<file path="src/rtl/drive_supervisor.sv">
// drive_supervisor: registered trip FSM with debounced arrival, low-fuel warning and thermal shut-off (optional min-off hold via SHUTOFF_MIN_HOLD_EN)
module drive_supervisor #(
  parameter int TEMP_W          = 8,
  parameter int HOT_THRESH      = 100,
  parameter int COOL_THRESH     = 80,
  parameter int FUEL_W          = 8,
  parameter int RESERVE_LVL     = 16,
  parameter int ARRIVE_DEBOUNCE = 3,
  parameter int MIN_OFF_CYCLES  = 8
) (
  input  logic              clk,
  input  logic              areset,
  input  logic              start,
  input  logic              arrived,
  input  logic [FUEL_W-1:0] fuel_level,
  input  logic [TEMP_W-1:0] cpu_temp,
  output logic              keep_driving,
  output logic              shut_off_computer,
  output logic              low_fuel_warn,
  output logic [1:0]        state
);
  typedef enum logic [1:0] {IDLE = 2'd0, DRIVE = 2'd1, PARKED = 2'd2, STRANDED = 2'd3} state_t;
  localparam int DW = $clog2(ARRIVE_DEBOUNCE + 1);
  localparam logic [DW-1:0] DB_LAST = DW'(ARRIVE_DEBOUNCE - 1);
  localparam logic [DW-1:0] DB_MAX = DW'(ARRIVE_DEBOUNCE);
  localparam logic [TEMP_W-1:0] HOT = TEMP_W'(HOT_THRESH);
  localparam logic [TEMP_W-1:0] COOL = TEMP_W'(COOL_THRESH);
  localparam logic [FUEL_W-1:0] RESERVE = FUEL_W'(RESERVE_LVL);
  state_t state_q, state_d;
  logic [DW-1:0] dbc_q, dbc_d;
  logic keep_driving_q, keep_driving_d;
  logic shut_off_q, shut_off_d;
  logic low_fuel_q, low_fuel_d;
  logic fuel_empty, hot, cool, hold_done, dbc_hit;
  assign fuel_empty = fuel_level == '0;
  assign hot = cpu_temp >= HOT;
  assign cool = cpu_temp <= COOL;
  assign dbc_hit = state_q == DRIVE && arrived && dbc_q == DB_LAST;
  assign keep_driving = keep_driving_q;
  assign shut_off_computer = shut_off_q;
  assign low_fuel_warn = low_fuel_q;
  assign state = state_q;
`ifdef SHUTOFF_MIN_HOLD_EN
  localparam int HW = $clog2(MIN_OFF_CYCLES + 1);
  localparam logic [HW-1:0] HOLD_INIT = HW'(MIN_OFF_CYCLES - 1);
  logic [HW-1:0] hold_q, hold_d;
  assign hold_done = hold_q == '0;
  // hold counter: loads only on the rising set edge, then counts down while shut-off is high
  always_comb hold_d = (hot && !shut_off_q) ? HOLD_INIT : (shut_off_q && !hold_done) ? hold_q - HW'(1) : hold_q;
  // hold counter register
  always_ff @(posedge clk or posedge areset)
    if (areset) hold_q <= '0;
    else hold_q <= hold_d;
`else
  localparam int UNUSED_MIN_OFF = MIN_OFF_CYCLES;
  assign hold_done = 1'b1;
`endif
  // next-state, saturating arrival debounce and registered output values
  always_comb begin
    unique case (state_q)
      IDLE, PARKED: state_d = (start && !fuel_empty) ? DRIVE : state_q;
      DRIVE:        state_d = fuel_empty ? STRANDED : dbc_hit ? PARKED : DRIVE;
      default:      state_d = (fuel_level >= RESERVE) ? IDLE : STRANDED;
    endcase
    dbc_d = (state_q == DRIVE && arrived) ? ((dbc_q == DB_MAX) ? dbc_q : dbc_q + DW'(1)) : '0;
    keep_driving_d = state_d == DRIVE;
    shut_off_d = hot || (shut_off_q && !(cool && hold_done));
    low_fuel_d = fuel_level < RESERVE;
  end
  // state and output registers, cleared asynchronously
  always_ff @(posedge clk or posedge areset)
    if (areset) begin
      state_q        <= IDLE;
      dbc_q          <= '0;
      keep_driving_q <= 1'b0;
      shut_off_q     <= 1'b0;
      low_fuel_q     <= 1'b0;
    end else begin
      state_q        <= state_d;
      dbc_q          <= dbc_d;
      keep_driving_q <= keep_driving_d;
      shut_off_q     <= shut_off_d;
      low_fuel_q     <= low_fuel_d;
    end
endmodule

</file>
<file path="config.mk">
export PLATFORM = sky130hd
export DESIGN_NAME = drive_supervisor
export DESIGN_NICKNAME = d
export VERILOG_FILES = /design/src/rtl/drive_supervisor.sv
export SDC_FILE = /design/constraint.sdc
export NUM_CORES = 1
export LEC_CHECK = 0
export BUFFER_PORTS_ARGS = -buffer_cell sky130_fd_sc_hd__clkbuf_2
export CAP_MARGIN = 20
export CORE_AREA = 5 5 42 44
export CTS_CLUSTER_DIAMETER = 40
export CTS_CLUSTER_SIZE = 28
export DETAILED_ROUTE_END_ITERATION = 6
export DIE_AREA = 0 0 47 49
export PLACE_DENSITY = 0.72
export SYNTH_ARGS = -nofsm -noshare
export SYNTH_HDL_FRONTEND = slang
export SYNTH_SLANG_ARGS = --single-unit
</file>
<file path="constraint.sdc">
create_clock -name clk -period 2 [get_ports clk]
set_input_delay 0.4 -clock clk [delete_from_list [all_inputs] [get_ports clk]]
set_output_delay 0.4 -clock clk [all_outputs]
set_load 0.02 [all_outputs]
</file>
==> results.md, run 1 <==
- Once detail routing completed, the nets flagged for antenna violations numbered 0.
- In this run, synthesis produced a sequential element count of 7.
- The synthesis-to-layout area growth is 39.58%.
- By area the synthesized netlist is led by sky130_fd_sc_hd__dfrtp_1, sky130_fd_sc_hd__ha_1, sky130_fd_sc_hd__nor4_4.
- The final setup violation count is 0.
- The final-layout fill cell count is 147.
- After global routing the overflow that remains totals 0.
- The critical path endpoint category is a primary output.
- Among all flip-flop cells after synthesis, the most frequent one is sky130_fd_sc_hd__dfrtp_1.
- The number of buffers added by the clock tree synthesis step is 3.
- Buffers added to address setup during post-CTS repair amount to 0.
- The initial utilization of the core area, before any placement, comes to 0.3000.
- Synthesis produced 41 cells.
- The clock slew seen by the registers of the worst setup and hold paths is 50 ps.
- At the end of routability-driven placement, the weighted congestion stood at 0.7011.
- The cell type group with the largest total delay on the critical path is flip-flops.
- The fraction of post-synthesis cell area in the top cell type by area is 0.4167.
- The biggest area consumer among synthesized cells is sky130_fd_sc_hd__dfrtp_1.
- The part of the cycle the worst path needs is 0.6767.
- The critical path data arrival time is 950 ps.
- For the final routed database, the setup TNS stands at 0 ps.
- The cell with the biggest individual delay on the critical path is sky130_fd_sc_hd__dfrtp_1.
- In this run the power density over the cells is 905.5 nW/um^2.
- The summed area of non-filler cells in the final layout is 586.8 sq um.
- The final antenna diode count is 0.
- After floorplanning, the core was sized to cover 1401 sq um.
- The area used by multi-input combinational logic is 234.0 sq um.
- After synthesis, the most frequently instantiated cells are sky130_fd_sc_hd__dfrtp_1, sky130_fd_sc_hd__nor2_1, sky130_fd_sc_hd__a21oi_1, sky130_fd_sc_hd__inv_1.
- The die area is 2303 sq um.
- The wire length of the first global-routing pass is 1290 um.
- The worst setup path is launched from a register.
- The distinct cell type count after synthesis is 25.
- Of the synthesized area, sequential elements account for 0.4167.
- The average instance in the mapped netlist occupies 10.25 sq um.
- Summed over all layers, the routed wires come to 928 um.
- Dividing the detail-routed wire length by the instance count gives 10.92 um.
- The via count of the first global-routing pass is 349.
- The min-delay analysis places its worst path in the category input port to asynchronous set/reset pin.
- Across the run, the number of max-cap violations was 0.
- The placed wire-length estimate after detailed placement is 801.1 um.
- The start-to-end type of the worst setup path is register to primary output.
- The synthesized net count is 63.
- In the routed layout, each cell is associated on average with a via count of 5.012.
- The clock skew after layout is 5.143 ps.
- The number of primary I/O pins is 25.
- The critical path goes through clkbuf_2.
- Data on the critical path is required at its endpoint by 1600 ps.
- The actual slew at the worst max-slew pin is 367.1 ps.
- The buffer and inverter count on the worst path is 1.
- The violation count after the first detailed-route iteration is 3.
- CTS built an H-tree with a depth of 1.
- The top achievable clock speed is 738.9 MHz.
- Post-CTS repair changed the size of 0 cells.
- Counting flops with an async set or reset pin after synthesis yields a share of 1.000.
- The mapped cell area is 420.4 sq um.
- Counting flops with a built-in enable in the synthesized netlist gives 0.
- The count of cells in the finished layout, fillers not included, comes to 85.
- Entering global routing, the biggest net connects 10 pins.
- The leading cell type by number of instances after synthesis is sky130_fd_sc_hd__dfrtp_1.
- Setup repair after global routing left no endpoint under its margin.
- At the end of the flow, the number of nets in the layout was 92.
- The overall routing resource usage is 0.07730.
- The leakage power of the design is 0.0002877 uW.
- The count of placed standard cells including taps is 81.
- The clock latency on the worst-skew pair is 250 ps.
- TritonCTS built the clock tree.
- The worst-case headroom to the max-slew limit is 0.7533.
- The worst voltage drop across the vdd grid is 0.4405 mV.
- The final number of max-transition violations was 0.
- The cell area after placement is 560.5 sq um.
- Counting along the longest clock path gives a buffer depth of 2.
- Counting every sink on the clock net gives 7.
- The first detailed-routing pass ran for 3 iterations.
- The final total power is 531.4 uW.
- The final-report hold violation count is 0.
- For this run, design rule violations remaining after detail routing come to 0.
- In this design, the stage delay of the slowest critical-path cell is 480 ps.
- The total of buffers placed on input and output ports is 24.
- At the end of the flow the core is filled with cells to 0.4188.
- The share of layout cells above drive strength 1 is 0.4638.
- The run finished with clean final reports.
- For this block, the via count after detailed routing is 426.
- Clock tree synthesis selected as its root buffer the cell sky130_fd_sc_hd__clkbuf_4.
- Along the worst path, the maximum fanout reaches 9.
- The number of buffers inserted for hold repair after clock tree synthesis is 0.
- The height of the die is 49 um.
- The standard-cell row count is 14.
- The number of antenna violations at the first check in global routing is 0.
- The minimum clock period after layout is 1353 ps.
- The floorplan step set the die width to 47 um.
- For this run, the number of Yosys warnings is 0.
- In the final layout, flip-flops and latches occupy 175.2 sq um.
[flip-flops by register name (all words and copies together), names as in the netlist]
| register | flops |
|---|---|
| low_fuel_warn | 1 |
| dbc_q | 2 |
| shut_off_computer | 1 |
| state | 2 |
| keep_driving | 1 |
[layout make-up]
class,count,share of cell area
well taps,16,0.03412
clock buffers,4,0.04478
flip-flops and latches,7,0.2985
repair buffers,24,0.2047
multi-input cells,31,0.3987
inverters,3,0.01919
[per-stage QoR]
stage | hold WS, ps | setup WS (ps)
after global routing | 64.84 | 597.7
after global placement | 322.8 | 653.9
after CTS | 55.66 | 626.6
after floorplan | 203.4 | 759.5
final | 49.94 | 646.7
after detailed placement | 328.2 | 627.3
[logic make-up (layout without fill, tap and decap cells)]
| group | Yosys count | in the layout | synth area share |
|---|---|---|---|
| adders and majority gates | 2 | 2 | 0.05951 |
| buffers and inverters | 3 | 31 | 0.02678 |
| DFF | 7 | 7 | 0.4167 |
| and+or+nand+nor | 14 | 14 | 0.2262 |
| xor gates and xnor gates | 1 | 1 | 0.02084 |
| AOI/OAI and AO/OA | 14 | 14 | 0.2500 |
[power breakdown]
group / switching (uW) / internal [uW]
Sequential: 38.6 / 177
Clock: 48.2 / 75.9
Combinational: 106 / 85.4
[per-layer routing]
| metal | part of all wire | GRT usage | routed length, um |
|---|---|---|---|
| met1 | 0.38 | 0.08090 | 352 |
| met2 | 0.49 | 0.1244 | 457 |
| met3 | 0.13 | 0.05535 | 118 |
| met4 | 0 | 0.01382 | 0 |
| met5 | 0 | 0 | 0 |
[placed cells by master (no fill, tap or decap), drive strengths merged]
master and count:
ha 2, and2 1, o31a 1, clkbuf 28, a41oi 1, a31oi 1
o21bai 1, a22oi 1, nand3 1, nand2 3, o22ai 1, nand2b 1
a221oi 1, nor4 2, or4 1, nor2 4, dfrtp 7, xor2 1
o21ai 1, inv 3, o41ai 2, a21oi 3, o31ai 1, nor2b 1
[final timing paths]
| path | from | end | slack, ps | cells after the start |
|---|---|---|---|---|
| worst max-delay path | state[0]$_DFF_PP0_ | state[0] | 650 | 1 |
| worst min-delay path | areset | shut_off_computer$_DFF_PP0_ | 50 | 2 |
| max in group asynchronous | areset | dbc_q[0]$_DFFE_PP0P_ | 1730 | 2 |
| min in group clk | cpu_temp[7] | shut_off_computer$_DFF_PP0_ | 350 | 2 |
| worst min register to register | dbc_q[1]$_DFFE_PP0P_ | dbc_q[1]$_DFFE_PP0P_ | 570 | 2 |
| worst max register to register | dbc_q[0]$_DFFE_PP0P_ | keep_driving$_DFF_PP0_ | 700 | 5 |
(Power assumes the default switching activity.)
==> run 2, diff against run 1 <==
--- a/config.mk
+++ b/config.mk
@@ -5,6 +5,7 @@
 export SDC_FILE = /design/constraint.sdc
 export NUM_CORES = 1
 export LEC_CHECK = 0
+export ABC_AREA = 1
 export BUFFER_PORTS_ARGS = -buffer_cell sky130_fd_sc_hd__clkbuf_2
 export CAP_MARGIN = 20
 export CORE_AREA = 5 5 42 44
@@ -12,7 +13,7 @@
 export CTS_CLUSTER_SIZE = 28
 export DETAILED_ROUTE_END_ITERATION = 6
 export DIE_AREA = 0 0 47 49
-export PLACE_DENSITY = 0.72
+export PLACE_DENSITY = 0.7
 export SYNTH_ARGS = -nofsm -noshare
 export SYNTH_HDL_FRONTEND = slang
 export SYNTH_SLANG_ARGS = --single-unit
==> constraint.sdc (replaced) <==
create_clock -name clk -period 1.4 [get_ports clk]
set_input_delay 0.28 -clock clk [delete_from_list [all_inputs] [get_ports clk]]
set_output_delay 0.28 -clock clk [all_outputs]
set_load 0.02 [all_outputs]
==> results.md, run 2 <==
- Setup repair after global routing left no endpoint under its margin.
- The top achievable clock speed is 853.7 MHz.
- The post-synthesis cell count is 50 (+22%).
- The flow ran to the end, and the final reports show no timing, DRC or antenna violations.
- The count of clock tree sinks is 7 (unchanged).
- The share of layout cells above drive strength 1 is 0.3924 (-0.07136).
- The layout net count is 102 (+11%).
- The fraction of post-synthesis cell area in the top cell type by area was 0.4516 (+0.03495).
- The wire length of the first global-routing pass came to 1269 um (-1.6%).
- The power density over the cells is 1388 nW/um^2 (+53%).
- The remaining antenna violation count after routing is 0 (unchanged).
- The number of primary I/O pins is 25 (unchanged).
- The starting utilization of the core area was 0.2768 (-0.02321).
- The average wire length per cell after detail routing came to 8.389 um (-23%).
- The critical path data arrival time came to 1300 ps (+350 ps).
- The distinct cell type count after synthesis came to 15 (-40%).
- The die area is 2303 sq um (unchanged).
- The leakage power of the design is 0.0003228 uW (+12%).
- The register-to-register setup slack is 230 ps (-470 ps).
- The critical path endpoint category is a register.
- Yosys instantiated no cell more often than sky130_fd_sc_hd__nor2_1.
- The cell with the biggest individual delay on the critical path is sky130_fd_sc_hd__dfrtp_1.
- Counting I/O delays and the setup requirement, the final critical path takes 1171 ps.
- In this run the clock root is driven by a sky130_fd_sc_hd__clkbuf_4.
- From synthesis to final layout, the design area changed by 45.48%.
- The aggregate negative setup slack is 0 ps (unchanged).
- The last weighted congestion value of the routability-driven placer is 0.6538 (-6.7%).
- The proportion of register bits with asynchronous set or reset after synthesis is 1.000 (unchanged).
- STA classifies the critical path startpoint as a register.
- The number of antenna violations at the first check in global routing is 0 (unchanged).
- The commonest cells after synthesis are sky130_fd_sc_hd__nor2_1, sky130_fd_sc_hd__dfrtp_1, sky130_fd_sc_hd__inv_1, sky130_fd_sc_hd__nand2_1, sky130_fd_sc_hd__a21oi_1.
- The number of warnings printed during yosys synthesis came to 0 (unchanged).
- The total overflow reported by the global router is 0 (unchanged).
- The synthesized net count is 72 (+14%).
- The total of buffers placed on input and output ports is 24 (unchanged).
- The final-report hold violation count is 0 (unchanged).
- The mapped cell area is 387.9 sq um (-7.7%).
- The detailed-router iteration count before antenna repair is 4 (+1).
- The via count of the first global-routing pass came to 360 (+3.2%).
- The worst hold path class is input port to register.
- The maximum number of pins on one net before global-route repair is 8 (-2).
- The number of register bits inferred by synthesis came to 7 (unchanged).
- The clock slew seen by the registers of the worst setup and hold paths is 50 ps (about the same).
- The sequential standard cell area is 175.2 sq um (unchanged).
- The placed wire-length estimate after detailed placement was 700.1 um (-13%).
- The critical path goes through nor2_4 > nand2_2 > o21ai_1 > nand2_1 > nor2_2 > nand2_1.
- The worst stage delay on the critical path was 440 ps (-40 ps).
- The top fanout value on the critical path was 4 (-5).
- The standard-cell row count is 14 (unchanged).
- The required arrival time at the worst endpoint is 1530 ps (-70 ps).
- The DRC violation count after routing is 0 (unchanged).
- The post-cts gate resize count is 0 (unchanged).
- The worst-case headroom to the max-slew limit is 0.8360 (+0.08270).
- The worst voltage drop across the vdd grid is 0.9766 mV (+120%).
- The cell with the most instances on the worst path is sky130_fd_sc_hd__nand2_1.
- The overall routing resource usage is 0.07725 (about the same).
- The synthesized design spends more area on one cell type than any other, namely sky130_fd_sc_hd__dfrtp_1.
- The library cell used most frequently in the layout, excluding fill and tap cells, is sky130_fd_sc_hd__clkbuf_2.
- The number of synthesized flops with an enable pin is 0 (unchanged).
- The post-placement worst setup slack is 243.0 ps (-384.2 ps).
- The violation count after the first detailed-route iteration was 1 (-2).
- The ratio of routed vias to standard cells is 4.221 (-16%).
- The part of the cycle the worst path needs is 0.8367.
- TritonCTS built the clock tree.
- The per-instance average area after synthesis came to 7.757 sq um (-24%).
- The post-route worst setup slack is 228.6 ps (-418.1 ps).
- The cell area after placement was 528.0 sq um (-5.8%).
- The clock skew after layout came to 0.7584 ps (-4.384 ps).
- The final wirelength is 797 um (-14%).
- The actual slew at the worst max-slew pin came to 245.8 ps (-121.3 ps).
- The height of the die is 49 um (unchanged).
- The area used by multi-input combinational logic is 186.4 sq um (-20%).
- The final-layout fill cell count was 157 (+6.8%).
- The final antenna diode count is 0 (unchanged).
- The number of maximum-capacitance constraint violations was 0 (unchanged).
- The start-to-end type of the worst setup path is register to register.
- After synthesis, the cell types taking the most area are sky130_fd_sc_hd__dfrtp_1, sky130_fd_sc_hd__nor2_1, sky130_fd_sc_hd__ha_1.
- The share of the yosys chip area belonging to registers is 0.4516 (+0.03495).
- The final number of max-transition violations is 0 (unchanged).
- The width of the chip is 47 um (unchanged).
- The number of buffers added by the clock tree synthesis step is 3 (unchanged).
- In the layout the commonest cells are sky130_fd_sc_hd__clkbuf_2, sky130_fd_sc_hd__nor2_1, sky130_fd_sc_hd__dfrtp_1.
- The primary flip-flop cell chosen by synthesis mapping is sky130_fd_sc_hd__dfrtp_1.
- The maximum buffer depth of the clock tree came to 2 (unchanged).
- The area inside the core boundary was 1401 sq um (unchanged).
- The summed area of non-filler cells in the final layout is 564.3 sq um (-3.8%).
- The total number of H-tree levels was 1 (unchanged).
- The final setup violation count is 0 (unchanged).
- The number of vias in the routed layout came to 401 (-5.9%).
- The clock latency on the worst-skew pair is 240 ps (about the same).
[run 2: changes by cell type in the layout (fill, tap and decap cells not counted), sizes merged, moves of 2 or more]
cell / previous run / this run
nor4: 2 / 0
o41ai: 2 / 0
inv: 3 / 7
nor2: 4 / 15
nand2: 3 / 7
nand3: 1 / 3
o21ai: 1 / 3
[run 2: cells by family (layout without fill, tap and decap cells)]
| family | Yosys count | after routing | share of synthesized area |
|---|---|---|---|
| fa+ha+maj | 2 | 2 | 0.06451 |
| buf+inv | 7 | 36 | 0.06773 |
| compound gates | 8 | 8 | 0.1097 |
| simple gates | 25 | 25 | 0.2839 |
| xor+xnor | 1 | 1 | 0.02258 |
| flops | 7 | 7 | 0.4516 |
[run 2: path summary, 6_finish.rpt]
check	start	depth (start not counted)	end
worst max-delay path	state[1]$_DFF_PP0_	6	state[0]$_DFF_PP0_
worst max register to register	state[1]$_DFF_PP0_	6	state[0]$_DFF_PP0_
worst min-delay path	cpu_temp[7]	2	shut_off_computer$_DFF_PP0_
max in group asynchronous	areset	3	dbc_q[1]$_DFFE_PP0P_
min in group asynchronous	areset	3	keep_driving$_DFF_PP0_
worst min register to register	dbc_q[1]$_DFFE_PP0P_	2	dbc_q[1]$_DFFE_PP0P_
[run 2: per-layer routing]
metal  up-vias  GRT usage  wire (um)
met1       163    0.08744        321
met5         -          0          0
met2        22     0.1109        344
li1        214          -          -
met3         2    0.05535        121
met4         0    0.02765         10
[run 2: area by class of cell]
| cell class | instances | share of cell area |
|---|---|---|
| Sequential cell | 7 | 0.3104 |
| Timing Repair Buffer | 25 | 0.2306 |
| Multi-Input combinational cell | 36 | 0.3304 |
| Clock buffer | 4 | 0.04656 |
| Inverter | 7 | 0.04656 |
| Tap cell | 16 | 0.03548 |
[run 2: critical path: cells and delay by family, from the launching register on]
family / cells / cell delay (ps)
AOI/OAI and AO/OA: 1 / 120
DFF: 1 / 440
and+or+nand+nor: 5 / 500
[run 2: timing repair]
action,in CTS,in global routing
hold buffers,1,0
hold endpoints to repair,7,0
setup buffers,0,0
[run 2: metrics by stage]
stage	std cells	util	power, uW	hold slack (ps)
detailed placement	90	0.3768	616.4	188.5
floorplan	50	-	520.4	83.40
global route	95	0.4027	864.3	233.1
finish	95	0.4027	783.1	238.5
global placement	90	0.3768	606.8	190.0
CTS	95	0.4027	795.7	238.9
[run 2: where the power goes]
group / internal (uW) / switching [uW]
sequential: 258 / 44.6
clock: 108 / 64.7
combinational: 125 / 183
total: 491 / 292
==> run 3, diff against run 2 <==
==> constraint.sdc (replaced) <==
create_clock -name clk -period 1.15 [get_ports clk]
set_input_delay 0.23 -clock clk [delete_from_list [all_inputs] [get_ports clk]]
set_output_delay 0.23 -clock clk [all_outputs]
set_load 0.02 [all_outputs]
==> results.md, run 3 (synthesis gave the netlist of run 2 again) <==
- The switching power as a share of total power is 0.3742 (+0.001225).
- The number of primary I/O pins is 25 (unchanged).
- The portion of total power attributed to the clock network is 0.191 (-0.030).
- The remaining antenna violation count after routing is 0 (unchanged).
- The number of vias in the routed layout is 450 (+12%).
- The detailed-router iteration count before antenna repair is 4 (unchanged).
- The top achievable clock speed is 811.3 MHz (-5.0%).
- The placed wire-length estimate after detailed placement is 740.2 um (+5.7%).
- The sequential standard cell area is 177.7 sq um (+1.4%).
- The leakage power of the design is 0.0003552 uW (+10%).
- The start-to-end type of the worst setup path is register to register.
- The synthesis-to-layout area growth is 61.29%.
- The violation count after the first detailed-route iteration is 6 (+5).
- In this run the worst hold path is classified as input port to register.
- The power share of the sequential group is 0.325 (-0.062).
- The maximum buffer depth of the clock tree was 2 (unchanged).
- The starting utilization of the core area is 0.2768 (unchanged).
- The required arrival time at the worst endpoint was 1280 ps (-250 ps).
- The critical path data arrival time is 1360 ps (+60 ps).
- The ratio of routed vias to standard cells was 4.412 (+4.5%).
- The wire length of the first global-routing pass is 1538 um (+21%).
- The worst stage delay on the critical path came to 430 ps (about the same).
- The launching element type of the critical path is a register.
- The area used by multi-input combinational logic is 192.7 sq um (+3.4%).
- The checks that failed: setup timing.
- The clock slew seen by the registers of the worst setup and hold paths is 50 ps (about the same).
- The overall routing resource usage is 0.08884 (+0.01159).
- The origin of the critical flop-to-flop path is state[1]$_DFF_PP0_.
- The total overflow reported by the global router came to 0 (unchanged).
- The worst setup path startpoint is state[1]$_DFF_PP0_.
- The post-route worst setup slack was -82.59 ps (-311.2 ps).
- The part of the cycle the worst path needs is 1.072 (+0.2351).
- The DRC violation count after routing is 0 (unchanged).
- The run finished, with violations left.
- The internal power component is 709.4 uW (+44%).
- The final setup violation count came to 2 (+2).
- TritonCTS built the clock tree.
- Setup repair after global routing could not meet its margin everywhere.
- The critical path goes through nor2_4 > nand2_2 > o21ai_2 > nand2_1 > nor2_2 > nor2_1.
- The number of maximum-capacitance constraint violations is 0 (unchanged).
- The clock latency on the worst-skew pair is 250 ps (about the same).
- The cell area after placement was 538.0 sq um (+1.9%).
- The power density over the cells is 1812 nW/um^2 (+31%).
- In the layout the commonest cells are sky130_fd_sc_hd__clkbuf_2, sky130_fd_sc_hd__nor2_1, sky130_fd_sc_hd__buf_4.
- The via count of the first global-routing pass was 425 (+18%).
- The standard-cell row count is 14 (unchanged).
- The cell with the biggest individual delay on the critical path is sky130_fd_sc_hd__dfrtp_2.
- The count of clock tree sinks was 7 (unchanged).
- The net switching power of the design is 424.2 uW (+45%).
- The most frequent standard cell in the layout excluding fill and tap cells is sky130_fd_sc_hd__clkbuf_2.
- The die area came to 2303 sq um (unchanged).
- The minimum clock period after layout was 1233 ps (+61.22 ps).
- The register-to-register setup slack came to -80 ps (-310 ps).
- In this design, the largest share of critical-path delay is due to simple AND/OR/NAND/NOR gates.
- The final-layout fill cell count came to 141 (-10%).
- The final antenna diode count is 0 (unchanged).
- The last weighted congestion value of the routability-driven placer came to 0.7357 (+13%).
- The maximum number of pins on one net before global-route repair was 8 (unchanged).
- The buffer and inverter count on the worst path is 0 (unchanged).
- The share of layout cells above drive strength 1 is 0.5000 (+0.1076).
- The layout net count is 109 (+6.9%).
- The clock skew after layout is 0.5388 ps (-0.2196 ps).
- The top fanout value on the critical path came to 4 (unchanged).
- The startpoint of the lowest-slack hold path is cpu_temp[7].
- The critical path endpoint category is a register.
- The final-report hold violation count is 0 (unchanged).
- The power share of the combinational group came to 0.483 (+0.090).
- The count of placed standard cells including taps is 91 (+1.1%).
- The number of buffers added by the clock tree synthesis step is 3 (unchanged).
- The final number of max-transition violations was 0 (unchanged).
- The summed area of non-filler cells in the final layout is 625.6 sq um (+11%).
- The clock tree root buffer cell is sky130_fd_sc_hd__clkbuf_4.
- The filler-free cell count of the finished design is 102 (+7.4%).
- The number of antenna violations at the first check in global routing was 0 (unchanged).
- The worst-case headroom to the max-slew limit is 0.8218 (-0.01411).
- The area inside the core boundary is 1401 sq um (unchanged).
- The total of buffers placed on input and output ports is 24 (unchanged).
- The final wirelength was 1053 um (+32%).
- The worst hold slack is 182.9 ps (-55.51 ps).
- The total number of H-tree levels is 1 (unchanged).
- The width of the chip is 47 um (unchanged).
- The average wire length per cell after detail routing is 10.32 um (+23%).
- The height of the die came to 49 um (unchanged).
- The actual slew at the worst max-slew pin came to 264.4 ps (+18.64 ps).
- The worst voltage drop across the vdd grid is 0.6794 mV (-30%).
-- run 3: layout make-up --
cell class	count	area share
clock buffer	4	0.04200
inverter	7	0.04200
multi-input combinational	36	0.3080
sequential	7	0.2840
tap	16	0.03200
timing repair buffer	32	0.2920
-- run 3: repair_timing --
action / CTS / global route
gates resized for setup: 0 / 3
endpoints found under the hold margin: 7 / 0
endpoints found under the setup margin: 2 / 3
hold buffers: 1 / 0
setup buffers: 2 / 4
pin swaps: 6 / 8
gates cloned: 0 / 0
-- run 3: routing by layer --
| metal | vias to the layer above | routed length (um) | track usage |
|---|---|---|---|
| met3 | 0 | 161 | 0.01107 |
| met4 | 0 | 0 | 0.05530 |
| met2 | 33 | 509 | 0.1493 |
| met1 | 190 | 383 | 0.09955 |
| met5 | - | 0 | 0 |
| li1 | 227 | - | - |
-- run 3: power by group through the flow --
stage / clock network, uW / registers (uW) / logic, uW
floorplan: 0 / 421 / 218
global placement: 0 / 370 / 394
detailed placement: 0 / 375 / 399
CTS: 215 / 372 / 453
global route: 231 / 377 / 600
finish: 217 / 369 / 548
-- run 3: worst paths after layout --
kind                                                    end  cells past startpoint
worst min register to register  shut_off_computer$_DFF_PP0_                      2
worst min-delay path            shut_off_computer$_DFF_PP0_                      2
min in group asynchronous            keep_driving$_DFF_PP0_                      3
worst max-delay path                 keep_driving$_DFF_PP0_                      6
worst max register to register       keep_driving$_DFF_PP0_                      6
max in group asynchronous                state[1]$_DFF_PP0_                      3
-- run 3: worst register-to-register path, stage by stage (launching register included) --
cell and delay (ps):
sky130_fd_sc_hd__dfrtp_2 430, sky130_fd_sc_hd__nor2_4 160, sky130_fd_sc_hd__nand2_2 90, sky130_fd_sc_hd__o21ai_2 140, sky130_fd_sc_hd__nand2_1 80, sky130_fd_sc_hd__nor2_2 140, sky130_fd_sc_hd__nor2_1 70
-- run 3: stage by stage --
| stage | TNS (ps) | worst slack [ps] | total power (uW) | utilization |
|---|---|---|---|---|
| final | -163.9 | -82.59 | 1134 | 0.4464 |
| after global routing | -281.6 | -127.9 | 1208 | 0.4464 |
| after CTS | -19.07 | -9.542 | 1039 | 0.4205 |
| after detailed placement | 0 | 12.60 | 774.5 | 0.3839 |
| after global placement | 0 | 31.13 | 763.3 | 0.3839 |
| after floorplan | 0 | 26.40 | 638.4 | - |
